`src/rtl/lc3_seq_ctrl.sv`:
```
// ---------------------------------------------------------------------------
// lc3_seq_ctrl -- multi-cycle sequencer for a simple LC-3 datapath.
//
// Walks each instruction through the following stages:
//     FETCH -> DECODE -> EXECUTE -> [MEM_IND] -> [MEM_READ | MEM_WRITE]
//           -> [WRITEBACK] -> UPDATE_PC
// It raises exactly one stage enable per cycle.
//
// Every output comes straight from a flop. The next-state decode feeds those
// flops, so no input reaches an output without first crossing a clock edge.
//
// Parameter:
//     RESET_DELAY       IDLE cycles after reset release before the first
//                       FETCH (legal range 1..15)
//
// Ports:
//     clock             rising-edge clock
//     reset             asynchronous, active-high reset (forces IDLE)
//     complete_instr    instruction word is valid on IMem_dout (FETCH only)
//     complete_data     data memory access finished (memory states only)
//     IMem_dout[15:0]   fetched instruction word
//     psr[2:0]          condition codes {N,Z,P}
//     enable_fetch      fetch stage enable
//     enable_decode     decode stage enable
//     enable_execute    execute stage enable
//     enable_writeback  register writeback enable
//     enable_updatePC   PC load/increment strobe
//     br_taken          PC update takes the target (valid in UPDATE_PC only)
//     mem_state[1:0]    0 read, 1 indirect, 2 write, 3 idle
//     stall_count[15:0] saturating stall counter (optional, see below)
//
// Optional build feature:
//     LC3_SEQ_CTRL_STALL_CNT_EN  adds the stall_count output and its counter
// ---------------------------------------------------------------------------
module lc3_seq_ctrl #(
    parameter int unsigned RESET_DELAY = 1
) (
    input  logic        clock,
    input  logic        reset,
    input  logic        complete_instr,
    input  logic        complete_data,
    input  logic [15:0] IMem_dout,
    input  logic [2:0]  psr,
    output logic        enable_fetch,
    output logic        enable_decode,
    output logic        enable_execute,
    output logic        enable_writeback,
    output logic        enable_updatePC,
    output logic        br_taken,
    output logic [1:0]  mem_state
`ifdef LC3_SEQ_CTRL_STALL_CNT_EN
    ,
    output logic [15:0] stall_count
`endif
);

    typedef enum logic [3:0] {
        S_IDLE      = 4'd0,
        S_FETCH     = 4'd1,
        S_DECODE    = 4'd2,
        S_EXECUTE   = 4'd3,
        S_MEM_IND   = 4'd4,
        S_MEM_READ  = 4'd5,
        S_MEM_WRITE = 4'd6,
        S_WRITEBACK = 4'd7,
        S_UPDATE_PC = 4'd8
    } state_t;

    localparam logic [1:0] MS_READ  = 2'd0;
    localparam logic [1:0] MS_IND   = 2'd1;
    localparam logic [1:0] MS_WRITE = 2'd2;
    localparam logic [1:0] MS_IDLE  = 2'd3;

    localparam logic [3:0] OP_BR  = 4'b0000;
    localparam logic [3:0] OP_ADD = 4'b0001;
    localparam logic [3:0] OP_LD  = 4'b0010;
    localparam logic [3:0] OP_ST  = 4'b0011;
    localparam logic [3:0] OP_AND = 4'b0101;
    localparam logic [3:0] OP_LDR = 4'b0110;
    localparam logic [3:0] OP_STR = 4'b0111;
    localparam logic [3:0] OP_NOT = 4'b1001;
    localparam logic [3:0] OP_LDI = 4'b1010;
    localparam logic [3:0] OP_STI = 4'b1011;
    localparam logic [3:0] OP_JMP = 4'b1100;
    localparam logic [3:0] OP_LEA = 4'b1110;

    localparam logic [3:0] DELAY_C = 4'(RESET_DELAY);

    // Branch decision from the instruction register and the live condition codes.
    function automatic logic br_eval(input logic [15:0] ir, input logic [2:0] cc);
        logic taken;
        case (ir[15:12])
            OP_BR:   taken = |(ir[11:9] & cc);
            OP_JMP:  taken = 1'b1;
            default: taken = 1'b0;
        endcase
        return taken;
    endfunction

    // Registered state, counters and outputs
    state_t      state_q, state_d;
    logic [3:0]  dly_q, dly_d;
    logic [15:0] ir_q, ir_d;
    logic        br_next_q, br_next_d;
    logic        en_fetch_q, en_fetch_d;
    logic        en_decode_q, en_decode_d;
    logic        en_execute_q, en_execute_d;
    logic        en_wb_q, en_wb_d;
    logic        en_upc_q, en_upc_d;
    logic        br_taken_q, br_taken_d;
    logic [1:0]  mem_state_q, mem_state_d;

    // Operand fields of the IR belong to the datapath; the sequencer only
    // looks at the opcode and the branch condition mask.
    logic        ir_unused_s;
    assign ir_unused_s = ^ir_q[8:0];

    // Next-state decode: sequencing, IR capture and branch decision latch.
    always_comb begin
        state_d   = state_q;
        dly_d     = dly_q;
        ir_d      = ir_q;
        br_next_d = br_next_q;
        case (state_q)
            S_IDLE: begin
                if (dly_q >= DELAY_C) begin
                    state_d = S_FETCH;
                end else begin
                    dly_d = dly_q + 4'd1;
                end
            end
            S_FETCH: begin
                if (complete_instr) begin
                    ir_d    = IMem_dout;
                    state_d = S_DECODE;
                end else begin
                    state_d = S_FETCH;
                end
            end
            S_DECODE: begin
                state_d = S_EXECUTE;
            end
            S_EXECUTE: begin
                // psr is sampled here, on the edge that leaves EXECUTE.
                br_next_d = br_eval(ir_q, psr);
                case (ir_q[15:12])
                    OP_ADD, OP_AND, OP_NOT, OP_LEA: state_d = S_WRITEBACK;
                    OP_LD, OP_LDR:                  state_d = S_MEM_READ;
                    OP_LDI, OP_STI:                 state_d = S_MEM_IND;
                    OP_ST, OP_STR:                  state_d = S_MEM_WRITE;
                    default:                        state_d = S_UPDATE_PC;
                endcase
            end
            S_MEM_IND: begin
                // IR[12] splits LDI (1010) from STI (1011).
                if (complete_data) begin
                    state_d = ir_q[12] ? S_MEM_WRITE : S_MEM_READ;
                end else begin
                    state_d = S_MEM_IND;
                end
            end
            S_MEM_READ: begin
                if (complete_data) begin
                    state_d = S_WRITEBACK;
                end else begin
                    state_d = S_MEM_READ;
                end
            end
            S_MEM_WRITE: begin
                if (complete_data) begin
                    state_d = S_UPDATE_PC;
                end else begin
                    state_d = S_MEM_WRITE;
                end
            end
            S_WRITEBACK: begin
                state_d = S_UPDATE_PC;
            end
            S_UPDATE_PC: begin
                state_d = S_FETCH;
            end
            default: begin
                state_d = S_IDLE;
                dly_d   = 4'd0;
            end
        endcase
    end

    // Output decode from the next state so outputs can be registered and
    // still line up with the state they describe.
    always_comb begin
        en_fetch_d   = 1'b0;
        en_decode_d  = 1'b0;
        en_execute_d = 1'b0;
        en_wb_d      = 1'b0;
        en_upc_d     = 1'b0;
        br_taken_d   = 1'b0;
        mem_state_d  = MS_IDLE;
        case (state_d)
            S_FETCH:     en_fetch_d   = 1'b1;
            S_DECODE:    en_decode_d  = 1'b1;
            S_EXECUTE:   en_execute_d = 1'b1;
            S_MEM_IND:   mem_state_d  = MS_IND;
            S_MEM_READ:  mem_state_d  = MS_READ;
            S_MEM_WRITE: mem_state_d  = MS_WRITE;
            S_WRITEBACK: en_wb_d      = 1'b1;
            S_UPDATE_PC: begin
                en_upc_d   = 1'b1;
                br_taken_d = br_next_d;
            end
            default: begin
                mem_state_d = MS_IDLE;
            end
        endcase
    end

`ifdef LC3_SEQ_CTRL_STALL_CNT_EN
    logic [15:0] stall_q, stall_d;
    logic        stall_evt_s;

    // A stall is a cycle spent waiting on memory in FETCH or a memory state.
    always_comb begin
        stall_evt_s = 1'b0;
        case (state_q)
            S_FETCH:                           stall_evt_s = ~complete_instr;
            S_MEM_IND, S_MEM_READ, S_MEM_WRITE: stall_evt_s = ~complete_data;
            default:                           stall_evt_s = 1'b0;
        endcase
        if (stall_evt_s && (stall_q != 16'hFFFF)) begin
            stall_d = stall_q + 16'd1;
        end else begin
            stall_d = stall_q;
        end
    end

    // Stall counter register, cleared only by reset.
    always_ff @(posedge clock or posedge reset) begin
        if (reset) begin
            stall_q <= 16'd0;
        end else begin
            stall_q <= stall_d;
        end
    end

    assign stall_count = stall_q;
`endif

    // FSM state, IR and registered outputs; reset abandons any instruction.
    always_ff @(posedge clock or posedge reset) begin
        if (reset) begin
            state_q      <= S_IDLE;
            dly_q        <= 4'd0;
            ir_q         <= 16'd0;
            br_next_q    <= 1'b0;
            en_fetch_q   <= 1'b0;
            en_decode_q  <= 1'b0;
            en_execute_q <= 1'b0;
            en_wb_q      <= 1'b0;
            en_upc_q     <= 1'b0;
            br_taken_q   <= 1'b0;
            mem_state_q  <= MS_IDLE;
        end else begin
            state_q      <= state_d;
            dly_q        <= dly_d;
            ir_q         <= ir_d;
            br_next_q    <= br_next_d;
            en_fetch_q   <= en_fetch_d;
            en_decode_q  <= en_decode_d;
            en_execute_q <= en_execute_d;
            en_wb_q      <= en_wb_d;
            en_upc_q     <= en_upc_d;
            br_taken_q   <= br_taken_d;
            mem_state_q  <= mem_state_d;
        end
    end

    assign enable_fetch     = en_fetch_q;
    assign enable_decode    = en_decode_q;
    assign enable_execute   = en_execute_q;
    assign enable_writeback = en_wb_q;
    assign enable_updatePC  = en_upc_q;
    assign br_taken         = br_taken_q;
    assign mem_state        = mem_state_q;

endmodule

```
`config.mk`:
```
export PLATFORM = sky130hd
export DESIGN_NAME = lc3_seq_ctrl
export DESIGN_NICKNAME = d
export VERILOG_FILES = /design/src/rtl/lc3_seq_ctrl.sv
export SDC_FILE = /design/constraint.sdc
export NUM_CORES = 1
export LEC_CHECK = 0
export ABC_AREA = 1
export BUFFER_PORTS_ARGS = -buffer_cell sky130_fd_sc_hd__clkbuf_2
export CORE_UTILIZATION = 52
export CTS_CLUSTER_DIAMETER = 200
export DETAILED_ROUTE_END_ITERATION = 10
export PLACE_DENSITY = 0.78
export SYNTH_ARGS = -nofsm -noshare
export SYNTH_HDL_FRONTEND = slang
export SYNTH_SLANG_ARGS = --single-unit
```
`constraint.sdc`:
```
create_clock -name clock -period 1.64 [get_ports clock]
set_input_delay 0.328 -clock clock [delete_from_list [all_inputs] [get_ports clock]]
set_output_delay 0.328 -clock clock [all_outputs]
set_load 0.05 [all_outputs]
```
==> results.py <==
metrics = {
    "yosys": {
        "syn_inst": 178,
        "yosys_warnings": 0,
        "yosysTopAreaCell": "dfrtp_1",
        "synth.avg_cell_area_sq_um": 7.32,
        "synth_cell_types": 17,
        "synth_top_cell_area_share": 0.422,
        "ys_ff_latch": 24,
        "syn_area_sq_um": 1300,
        "synth_nets": 207,
        "yosysSeqAreaShare": 0.463,
        "netlist_top_cells_area": "dfrtp_1, nand2_1, inv_1, nand3_1, nor2_1",
    },
    "detailed_routing": {
        "ant_nets": 0,
        "wl_per_cell_um": 11.6,
        "drt_iter0_drc": 18,
        "drc": 0,
        "vias": 1159,
        "vias_per_cell": 4.95,
        "routed_wirelength_um": 2730,
        "first_pass_iters": 4,
    },
    "timing": {
        "period_share": 0.921,
        "fmax_mhz": 662,
        "finalSetupViolations": 0,
        "min_period_ns": 1.51,
        "rsz0062_at_grt": "no",
        "setup_tns_ns": 0,
        "slew_headroom": 0.795,
        "fin_worst_skew_ns": 0.00595,
        "hold_viol_final": 0,
        "tightest_slew_ns": 0.307,
        "slew_viol_final": 0,
    },
    "global_route": {
        "antenna_found_initial": 0,
        "grt_pass1_wl_um": 4570,
        "grt_overflow": 0,
        "grt_pass1_vias": 1092,
        "gr-usage-all-layers": 0.234,
        "grt_max_degree": 25,
    },
    "clock_network": {
        "path_clk_slew_ns": 0.13,
        "insertion_delay_ns": 0.31,
        "cts_htree_levels": 1,
        "clock-root-buffer": "clkbuf_4",
        "clock_sinks": 24,
        "tritoncts": "built",
        "clk_path_buf_depth": 2,
        "numCtsBuffers": 3,
    },
    "worst_setup_path": {
        "start_kind": "register",
        "critPathSlowestCell": "dfrtp_2",
        "worstPathCellList": "inv_2, ha_1, inv_1, nand2_1, nand3_1, nor2_1, nor2_1, nand2_1, and3_1",
        "crit_fanout": 5,
        "r2r_slack_ns": 0.13,
        "critical_path_class": "register to register",
        "worst-endpoint-arrival_ns": 1.73,
        "end_kind": "register",
        "slowest_delay_ns": 0.45,
        "crit_path_end": "enable_writeback",
        "timing.rr.end": "enable_writeback",
        "cpLargestDelayFamily": "simple AND/OR/NAND/NOR gates",
        "reg2reg_depth": 9,
        "critPathLaunch": "ir_q[12]",
        "worst-path-buf-inv": 2,
        "regToRegStartpoint": "ir_q[12]",
        "cp.required_ns": 1.86,
        "critical_path_depth": 9,
    },
    "final_layout": {
        "fin_cells": 234,
        "diodes": 0,
        "nets": 236,
        "areaGrowthSynthToFinish_pct": 16.7,
        "layout-drive-gt1-share": 0.204,
    },
    "placement": {
        "gp_congestion": 0.894,
        "io_buffers": 21,
        "placed_cells": 227,
        "dpl.hpwl_um": 2100,
    },
    "die": {
        "die_width_um": 52.1,
        "io_pins": 31,
        "start_util": 0.568,
        "rows": 17,
        "dieArea_sq_um": 2710,
        "coreArea_sq_um": 2300,
        "die-height_um": 52.1,
    },
    "status": {
        "status": "finished clean",
    },
    "power": {
        "power.internal_mw": 1.49,
        "p_leak_nw": 0.902,
        "ir_drop_uv": 1170,
        "switching_share": 0.503,
        "pwr-share-comb": 0.556,
        "power_density_nw_per_um2": 1970,
        "switchingPower_mw": 1.50,
        "clock_power_share": 0.105,
        "power.share.sequential": 0.339,
    },
    "flow_run": {
        "max_cap_violations": 0,
    },
    "min_path": {
        "hp-class": "input port to asynchronous set/reset pin",
    },
}
-- synth_stat cells --
| library cell | n |
|---|---|
| a22oi_1 | 1 |
| nor2_4 | 1 |
| nor2_2 | 2 |
| and3_1 | 1 |
| inv_2 | 1 |
| nor2_1 | 22 |
| ha_1 | 6 |
| dfstp_2 | 2 |
| nand3_1 | 18 |
| inv_1 | 28 |
| o21ai_0 | 9 |
| dfrtp_1 | 22 |
| nand3b_1 | 1 |
| buf_4 | 1 |
| o211ai_1 | 1 |
| nand2_1 | 61 |
| nand3_2 | 1 |
-- per-stage QoR --
| step | instance area (sq um) | setup slack (ns) | power, mW | hold slack, ns | util |
|---|---|---|---|---|---|
| after floorplan | 1300 | 0.258 | 2.18 | 0.341 | - |
| after global placement | 1440 | 0.0921 | 2.44 | 0.358 | 0.629 |
| after detailed placement | 1440 | 0.00450 | 2.54 | 0.374 | 0.629 |
| after CTS | 1480 | 0.0238 | 2.87 | 0.0196 | 0.646 |
| after global routing | 1520 | 0.00347 | 3.24 | 0.0426 | 0.662 |
| final | 1520 | 0.129 | 2.99 | 0.00835 | 0.662 |
-- how the worst min path moves through the flow --
stage,from,to,slack [ns]
after detailed placement,reset,enable_decode,0.37
after CTS,reset,enable_decode,0.02
final,reset,ir_q[9],0.008
after global routing,reset,ir_q[14],0.04
after global placement,reset,dly_q[3],0.36
after floorplan,reset,br_next_q,0.34
-- cell usage in the layout (no fill, tap or decap), types with 2 or more instances in the layout --
cell      synthesis  layout
inv_1            28      27
o21ai_0           9       9
dfrtp_1          22      21
clkbuf_2          0      21
nand3_1          18      17
inv_2             1       2
dfstp_2           2       2
nand2_1          61      61
nand3_2           1       2
nor2_4            1       2
nor2_1           22      19
buf_4             1       4
ha_1              6       6
nor2_2            2       4
clkbuf_4          0       3
-- final cells by class --
type	count	area, sq um
Inverter	29	109
Fill cell	207	776
Tap cell	28	35.0
Multi-Input combinational cell	124	602
Clock buffer	4	36.3
Sequential cell	24	604
Timing Repair Buffer	25	135
-- flip-flops by register name (all words and copies together) (netlist names) --
register          count
br_next_q             1
ir_q                  7
enable_writeback      1
enable_updatePC       1
mem_state             2
enable_fetch          1
enable_decode         1
br_taken              1
dly_q                 4
enable_execute        1
state_q               4
-- kinds of logic after synthesis --
family,share of synthesized area
buf+inv,0.0893
flops,0.463
simple gates,0.345
fa+ha+maj,0.0576
compound gates,0.0461
-- metal layers --
| metal | share of wire | GRT usage |
|---|---|---|
| met4 | 0.012 | 0.104 |
| met5 | 0 | 0 |
| met2 | 0.49 | 0.402 |
| met3 | 0.034 | 0.0380 |
| met1 | 0.47 | 0.286 |
-- power by group through the flow --
stage	Sequential, mW	Clock [mW]	Combinational, mW
2_1_floorplan	1.21	0	0.965
6_report	1.01	0.315	1.66
5_1_grt	1.04	0.336	1.86
3_3_place_gp	1.01	0	1.43
4_1_cts	1.02	0.319	1.53
3_5_place_dp	1.03	0	1.51
-- repair_timing --
action | 4_1_cts | 5_1_grt
hold buffers | 0 | 0
pin swaps | 0 | 2
resized for setup | 2 | 5
endpoints found under the setup margin | 3 | 4
buffers inserted | 0 | 3
-- worst min-delay path: cells and delay by family --
family | cells | cell delay (ns)
buffers and inverters | 3 | 0.41
Note: power is estimated with default switching activity, not from simulation.
